## config.mk

```make
export PLATFORM = sky130hd
export DESIGN_NAME = mem_copy_engine
export DESIGN_NICKNAME = d
export VERILOG_FILES = /design/src/rtl/mem_copy_engine.sv
export SDC_FILE = /design/constraint.sdc
export NUM_CORES = 1
export LEC_CHECK = 0
export BUFFER_PORTS_ARGS = -buffer_cell sky130_fd_sc_hd__buf_2
export CAP_MARGIN = 5
export CORE_MARGIN = 10
export CORE_UTILIZATION = 41
export CTS_CLUSTER_SIZE = 12
export DETAILED_ROUTE_END_ITERATION = 8
export PLACE_DENSITY = 0.72
export SYNTH_ARGS = -nofsm -noshare
export SYNTH_HDL_FRONTEND = slang
export SYNTH_SLANG_ARGS = --single-unit
```

## constraint.sdc

```tcl
create_clock -name clk -period 3.62 [get_ports clk]
set_input_delay 1.086 -clock clk [delete_from_list [all_inputs] [get_ports clk]]
set_output_delay 1.086 -clock clk [all_outputs]
set_load 0.05 [all_outputs]
```

## src/rtl/mem_copy_engine.sv

```systemverilog
// Byte-block copy engine acting as a bus initiator on the 8-bit memory bus.
// Each byte is one read issue, one read capture and one write cycle.
module mem_copy_engine (
    input  logic       clk,
    input  logic       reset,
    input  logic       start,
    input  logic [7:0] src_addr,
    input  logic [7:0] dst_addr,
    input  logic [7:0] length,
    output logic       busy,
    output logic       done,
    output logic       error,
    output logic [7:0] count,
    output logic [7:0] mem_address,
    output logic [7:0] mem_wdata,
    output logic       mem_write,
    input  logic [7:0] mem_rdata
);

    typedef enum logic [2:0] {
        ST_IDLE       = 3'd0,
        ST_RD_ISSUE   = 3'd1,
        ST_RD_CAPTURE = 3'd2,
        ST_WR         = 3'd3,
        ST_DONE       = 3'd4
    } state_t;

    state_t     state_r;
    logic [7:0] src_r;
    logic [7:0] dst_r;
    logic [7:0] remaining_r;
    logic [7:0] data_r;

    // 0xE0-0xEF has no device behind it
    function automatic logic is_unmapped(input logic [7:0] addr);
        return (addr[7:4] == 4'hE);
    endfunction

    function automatic logic is_writable(input logic [7:0] addr);
        return ((addr >= 8'h80) && (addr <= 8'hDF)) || (addr[7:4] == 4'hF);
    endfunction

    assign mem_wdata = data_r;

    // Transfer sequencer; every output is set on the edge entering the state it belongs to
    always_ff @(posedge clk or negedge reset) begin
        if (!reset) begin
            state_r     <= ST_IDLE;
            src_r       <= 8'h00;
            dst_r       <= 8'h00;
            remaining_r <= 8'h00;
            data_r      <= 8'h00;
            mem_address <= 8'h00;
            mem_write   <= 1'b0;
            busy        <= 1'b0;
            done        <= 1'b0;
            error       <= 1'b0;
            count       <= 8'h00;
        end else begin
            done      <= 1'b0;
            mem_write <= 1'b0;
            case (state_r)
                ST_IDLE: begin
                    mem_address <= 8'h00;
                    busy        <= 1'b0;
                    if (start) begin
                        src_r       <= src_addr;
                        dst_r       <= dst_addr;
                        remaining_r <= length;
                        count       <= 8'h00;
                        error       <= 1'b0;
                        if (length == 8'h00) begin
                            state_r <= ST_DONE;
                            done    <= 1'b1;
                        end else begin
                            state_r     <= ST_RD_ISSUE;
                            busy        <= 1'b1;
                            mem_address <= src_addr;
                        end
                    end else begin
                        state_r <= ST_IDLE;
                    end
                end
                ST_RD_ISSUE: begin
                    if (is_unmapped(src_r)) begin
                        error       <= 1'b1;
                        state_r     <= ST_DONE;
                        done        <= 1'b1;
                        busy        <= 1'b0;
                        mem_address <= 8'h00;
                    end else begin
                        state_r     <= ST_RD_CAPTURE;
                        mem_address <= src_r;
                    end
                end
                ST_RD_CAPTURE: begin
                    data_r      <= mem_rdata;
                    mem_address <= dst_r;
                    mem_write   <= is_writable(dst_r);
                    state_r     <= ST_WR;
                end
                ST_WR: begin
                    if (is_writable(dst_r)) begin
                        count       <= count + 8'd1;
                        src_r       <= src_r + 8'd1;
                        dst_r       <= dst_r + 8'd1;
                        remaining_r <= remaining_r - 8'd1;
                        if (remaining_r == 8'd1) begin
                            state_r     <= ST_DONE;
                            done        <= 1'b1;
                            busy        <= 1'b0;
                            mem_address <= 8'h00;
                        end else begin
                            state_r     <= ST_RD_ISSUE;
                            mem_address <= src_r + 8'd1;
                        end
                    end else begin
                        error       <= 1'b1;
                        state_r     <= ST_DONE;
                        done        <= 1'b1;
                        busy        <= 1'b0;
                        mem_address <= 8'h00;
                    end
                end
                ST_DONE: begin
                    state_r     <= ST_IDLE;
                    busy        <= 1'b0;
                    mem_address <= 8'h00;
                end
                default: begin
                    state_r     <= ST_IDLE;
                    busy        <= 1'b0;
                    mem_address <= 8'h00;
                end
            endcase
        end
    end

endmodule
```

Yosys cells after proc, flatten, opt, wreduce, memory -nomap -nowiden --
Index checks and enable logic that the tools add are counted.
Cells by class: equality and inequality tests 11, mux-type cells 41, $lt $le $gt $ge 2, add/subtract/negate cells 4, bitwise logic cells 1, reductions and logical operators 9
Operators with widths (count):
- 2-to-1 mux 8 bit | 13
- one-hot mux 8 bit (2 select lines) | 4
- one-hot mux 8 bit (4 select lines) | 1
- adder 8 x 1 -> 8 bit (second input constant) | 3
- 2-to-1 mux 3 bit | 5
- 2-to-1 mux 1 bit | 14
- one-hot mux 3 bit (4 select lines) | 1
- == test 4 bit (second input constant) | 2
- == test 8 x 1 -> 1 bit (second input constant) | 1
- >= comparator 8 bit (second input constant) | 1
- <= comparator 8 bit (second input constant) | 1
- zero test 8 bit | 1
- inequality test 2 bit (second input constant) | 4
- subtractor 8 x 1 -> 8 bit (second input constant) | 1
- == test 3 x 2 -> 1 bit (second input constant) | 2
- one-hot mux 1 bit (3 select lines) | 2
- AND reduction 3 bit | 2
- one-hot mux 1 bit (4 select lines) | 1
- AND reduction 4 bit | 1
- == test 3 x 1 -> 1 bit (second input constant) | 1
- zero test 3 bit | 1
- inequality test 3 bit (second input constant) | 1
- nonzero test 3 bit | 1
- nonzero test 2 bit | 1
- other kinds (3) | 3
Storage, ports and cells: output and inout port bits 28, register bits after elaboration 55, word-level logic and storage cells 79

Longest topological paths before layout --
word-level depth 5, gate-level depth with buffers 7, depth with buffers taken out 6

Worst setup path after synthesis --
No wires, ideal clock.
path kind input port to flip-flop, start point input length[0], end point register mem_address[0], path slack 1.298 ns, buffers on the path 0, data required time 3.496 ns, stages 4, library setup time 0.124 ns, arrival time 2.198 ns, cell sequence nor4_1 > a21oi_4 > a22o_1 > a211o_1
On the way: word-level cells in the longest chain between the ends 4
Ends and longest elaborated chain:
- from (decl) | line 9 | input logic [7:0] length,
- zero test 8 bit | line 72 | if (length == 8'h00) begin
- 2-to-1 mux 8 bit | line 72
- 2-to-1 mux 8 bit | line 66 | if (start) begin
- one-hot mux 8 bit (4 select lines) | line 62 | case (state_r)
- to (signal assigned) | line 78 | mem_address <= src_addr;
- to (signal assigned) | line 93 | mem_address <= src_r;
- to (signal assigned) | line 98 | mem_address <= dst_r;
- to (decl) | line 14 | output logic [7:0] mem_address,
No other way between the ends. A chain may end at the register's enable or synchronous reset.

Final worst setup path --
start point input start, end point register dst_r[3]
On the way: word-level cells in the longest chain between the ends 2
Ends and longest elaborated chain:
- from (decl) | line 6 | input logic start,
- inequality test 2 bit (no line)
- AND reduction 3 bit (no line)
- to (signal assigned) | line 68 | dst_r <= dst_addr;
- to (signal assigned) | line 106 | dst_r <= dst_r + 8'd1;
- to (decl) | line 30 | logic [7:0] dst_r;
No other way between the ends.

==> results.sh <==
export IMPL_drc=0
export IMPL_drive_gt1_share_pct=24.67
export IMPL_cp_end_kind="flip-flop"
export IMPL_grtUsageTotal_pct=13.90
export IMPL_slew_headroom_pct=37.48
export IMPL_hpwl_um=5802
export IMPL_peakVddDrop_mv=0.3442
export IMPL_synthArstFlopShare_pct=100.0
export IMPL_synth_flop_cell="dfrtp_1"
export IMPL_grt_pass1_wl_um=13240
export IMPL_synth_edf_count=0
export IMPL_numCtsBuffers=5
export IMPL_cp_required_ns=3.82
export IMPL_cellPowerDensity_nw_per_um2=931.5
export IMPL_overflow=0
export IMPL_dieArea_um2=11220
export IMPL_fmax_mhz=424.6
export IMPL_min_delay_path_class="reg -> reg"
export IMPL_fin_tns_setup_ns=0
export IMPL_clkSinkCount=55
export IMPL_synth_seq_area_share_pct=45.45
export IMPL_ios=63
export IMPL_antenna_found_initial=0
export IMPL_status="finished, final reports clean"
export IMPL_wirelength_um=7789
export IMPL_cts_tree="yes"
export IMPL_worstSetupStartpointType="input pin"
export IMPL_min_period_over_period_pct=65.06
export IMPL_fin_nets=417
export IMPL_cts_resized_gates=0
export IMPL_yosysWarnings=0
export IMPL_clk_pin_slew_worst_paths_ns=0.10
export IMPL_rows=31
export IMPL_die_w_um=105.9
export IMPL_ctsHtreeMaxLevel=2
export IMPL_yosysMostFrequentCell="dfrtp_1"
export IMPL_crit_type="in -> reg"
export IMPL_rsz0062_at_grt="false"
export IMPL_grt_pass1_vias=2723
export IMPL_routedWlPerCell_um=16.36
export IMPL_diodes=0
export IMPL_synth_fp_nets=363
export IMPL_clk_path_buf_depth=2
export IMPL_tightest_slew_ns=0.9377
export IMPL_skew_ns=0.004942
export IMPL_fill_cells=716
export IMPL_maxSlewViolCount=0
export IMPL_via_count=2635
export IMPL_setup_slack_ns=1.265
export IMPL_final_antenna_net_count=0
export IMPL_synth_top_cells_by_count="dfrtp_1, a21oi_1, nand2_1"
export IMPL_drv_cap=0
export IMPL_root_buffer="clkbuf_8"
export IMPL_yosys_area_top_type_share_pct=45.45
export IMPL_start_util_pct=41.97
export IMPL_layout_min_cycle_time_ns=2.355
export IMPL_syn_area_per_cell_um2=9.403
export IMPL_initialDrtViolationCount=150
export IMPL_dr_pass1_iters=4
export IMPL_coreArea_um2=7214
export IMPL_io_buffers=62
export IMPL_finalSetupViolCount=0
export IMPL_final_util_pct=48.58
export IMPL_power_leakage_nw=1.581
export IMPL_yosysTopAreaCell="dfrtp_1"
export IMPL_crit_fanout=25
export IMPL_grt_max_degree=32
export IMPL_post_drt_via_cell_ratio=5.536
export IMPL_clkLatencyLatePin_ns=0.31
export IMPL_p_total_mw=3.265
export IMPL_chipHeight_um=105.9
export IMPL_arrival_ns=2.56
export IMPL_pre_cts_ws_ns=0.9375
export IMPL_synth_distinct_cells=51
export IMPL_area_growth_pct=15.74
export IMPL_synth_area_leaders="dfrtp_1, a21oi_1, o21ai_0"
export IMPL_holdWs_ns=0.5066
export IMPL_place_congestion=0.8536
export IMPL_ys_ff_latch=55
export IMPL_finalHoldViolations=0
export IMPL_synthCells=322
export IMPL_postCtsSetupBuffers=0
export IMPL_hold_buffers=0
export IMPL_syn_cell_area_um2=3028
## metrics by stage
| stage | cell area, um2 | cells |
|---|---|---|
| after detailed placement | 3412 | 468 |
| after CTS | 3505 | 476 |
| after global placement | 3412 | 468 |
| after global routing | 3505 | 476 |
| final | 3505 | 476 |
| after floorplan | 3028 | 322 |
## per-layer routing
metal | GRT usage [%] | up-vias | part of all wire [%]
met3 | 2.899 | 4 | 5.5
met1 | 17.25 | 1265 | 45
met2 | 24.16 | 72 | 49
met4 | 3.191 | 0 | 0.82
li1 | - | 1294 | -
met5 | 0 | - | 0
## cells by family after synthesis
kind of cell	synth area share, %
compound gates	22.15
xor+xnor	2.025
fa+ha+maj	2.479
buf+inv	4.876
flops	45.45
mux	2.975
simple gates	20.04
## path summary, 6_finish.rpt
check	startpoint	cells after the start	slack (ns)	end
max in group asynchronous	reset	2	2.55	count[4]$_DFFE_PN0P_
hold reg to reg	error$_DFFE_PN0P_	2	0.51	error$_DFFE_PN0P_
setup / recovery	start	7	1.26	dst_r[3]$_DFFE_PN0P_
hold / removal	error$_DFFE_PN0P_	2	0.51	error$_DFFE_PN0P_
min in group asynchronous	reset	2	0.75	mem_address[4]$_DFF_PN0_
setup reg to reg	state_r[2]$_DFF_PN0_	5	1.42	dst_r[3]$_DFFE_PN0P_
## cell usage in the layout (no fill, tap or decap), types with 3 or more instances in the layout
| cell | count |
|---|---|
| a221o_1 | 6 |
| buf_4 | 7 |
| o22ai_1 | 5 |
| nor2_1 | 18 |
| inv_1 | 12 |
| clkbuf_8 | 5 |
| a32oi_1 | 4 |
| nand3b_1 | 5 |
| a2bb2oi_1 | 4 |
| o31ai_1 | 3 |
| or3_1 | 3 |
| buf_2 | 62 |
| a31oi_1 | 4 |
| mux2_2 | 8 |
| dfrtp_1 | 55 |
| nand3_1 | 20 |
| ha_1 | 6 |
| and3_1 | 4 |
| nor2b_1 | 3 |
| or4_1 | 3 |
| o211ai_1 | 7 |
| a22oi_1 | 3 |
| nand2_1 | 27 |
| o21ai_0 | 25 |
| a21oi_1 | 28 |
| nor3_1 | 5 |
| xnor2_1 | 5 |
| nor4_1 | 3 |
| nor3b_1 | 4 |
## flip-flops by register name (all words and copies together), names as in the netlist
register	count
count	8
dst_r	8
mem_address	8
mem_wdata	8
remaining_r	8
src_r	8
state_r	3
busy	1
done	1
error	1
mem_write	1
## critical path, cell delays in order
cell	delay [ns]
buf_2	0.11
nor4b_4	0.12
buf_4	0.21
a21oi_2	0.33
buf_4	0.34
a21oi_1	0.06
o2bb2a_1	0.30
## power breakdown
group | internal (mW) | leakage [nW] | switching, mW | total, mW
combinational | 0.610 | 0.857 | 1.12 | 1.73
clock | 0.139 | 0.0408 | 0.214 | 0.353
sequential | 0.878 | 0.683 | 0.303 | 1.18
total | 1.63 | 1.58 | 1.64 | 3.26
## cell type report
cell class                      count  area (um2)  share of cell area (%)
Timing Repair Buffer               69       362.8                   10.35
Clock inverter                      3       23.77                  0.6783
Tap cell                           99       123.9                   3.534
Inverter                           12       45.04                   1.285
Multi-Input combinational cell    233        1504                   42.91
Sequential cell                    55        1376                   39.27
Clock buffer                        5       68.82                   1.964
No activity file was read; power rests on OpenSTA's default activity.
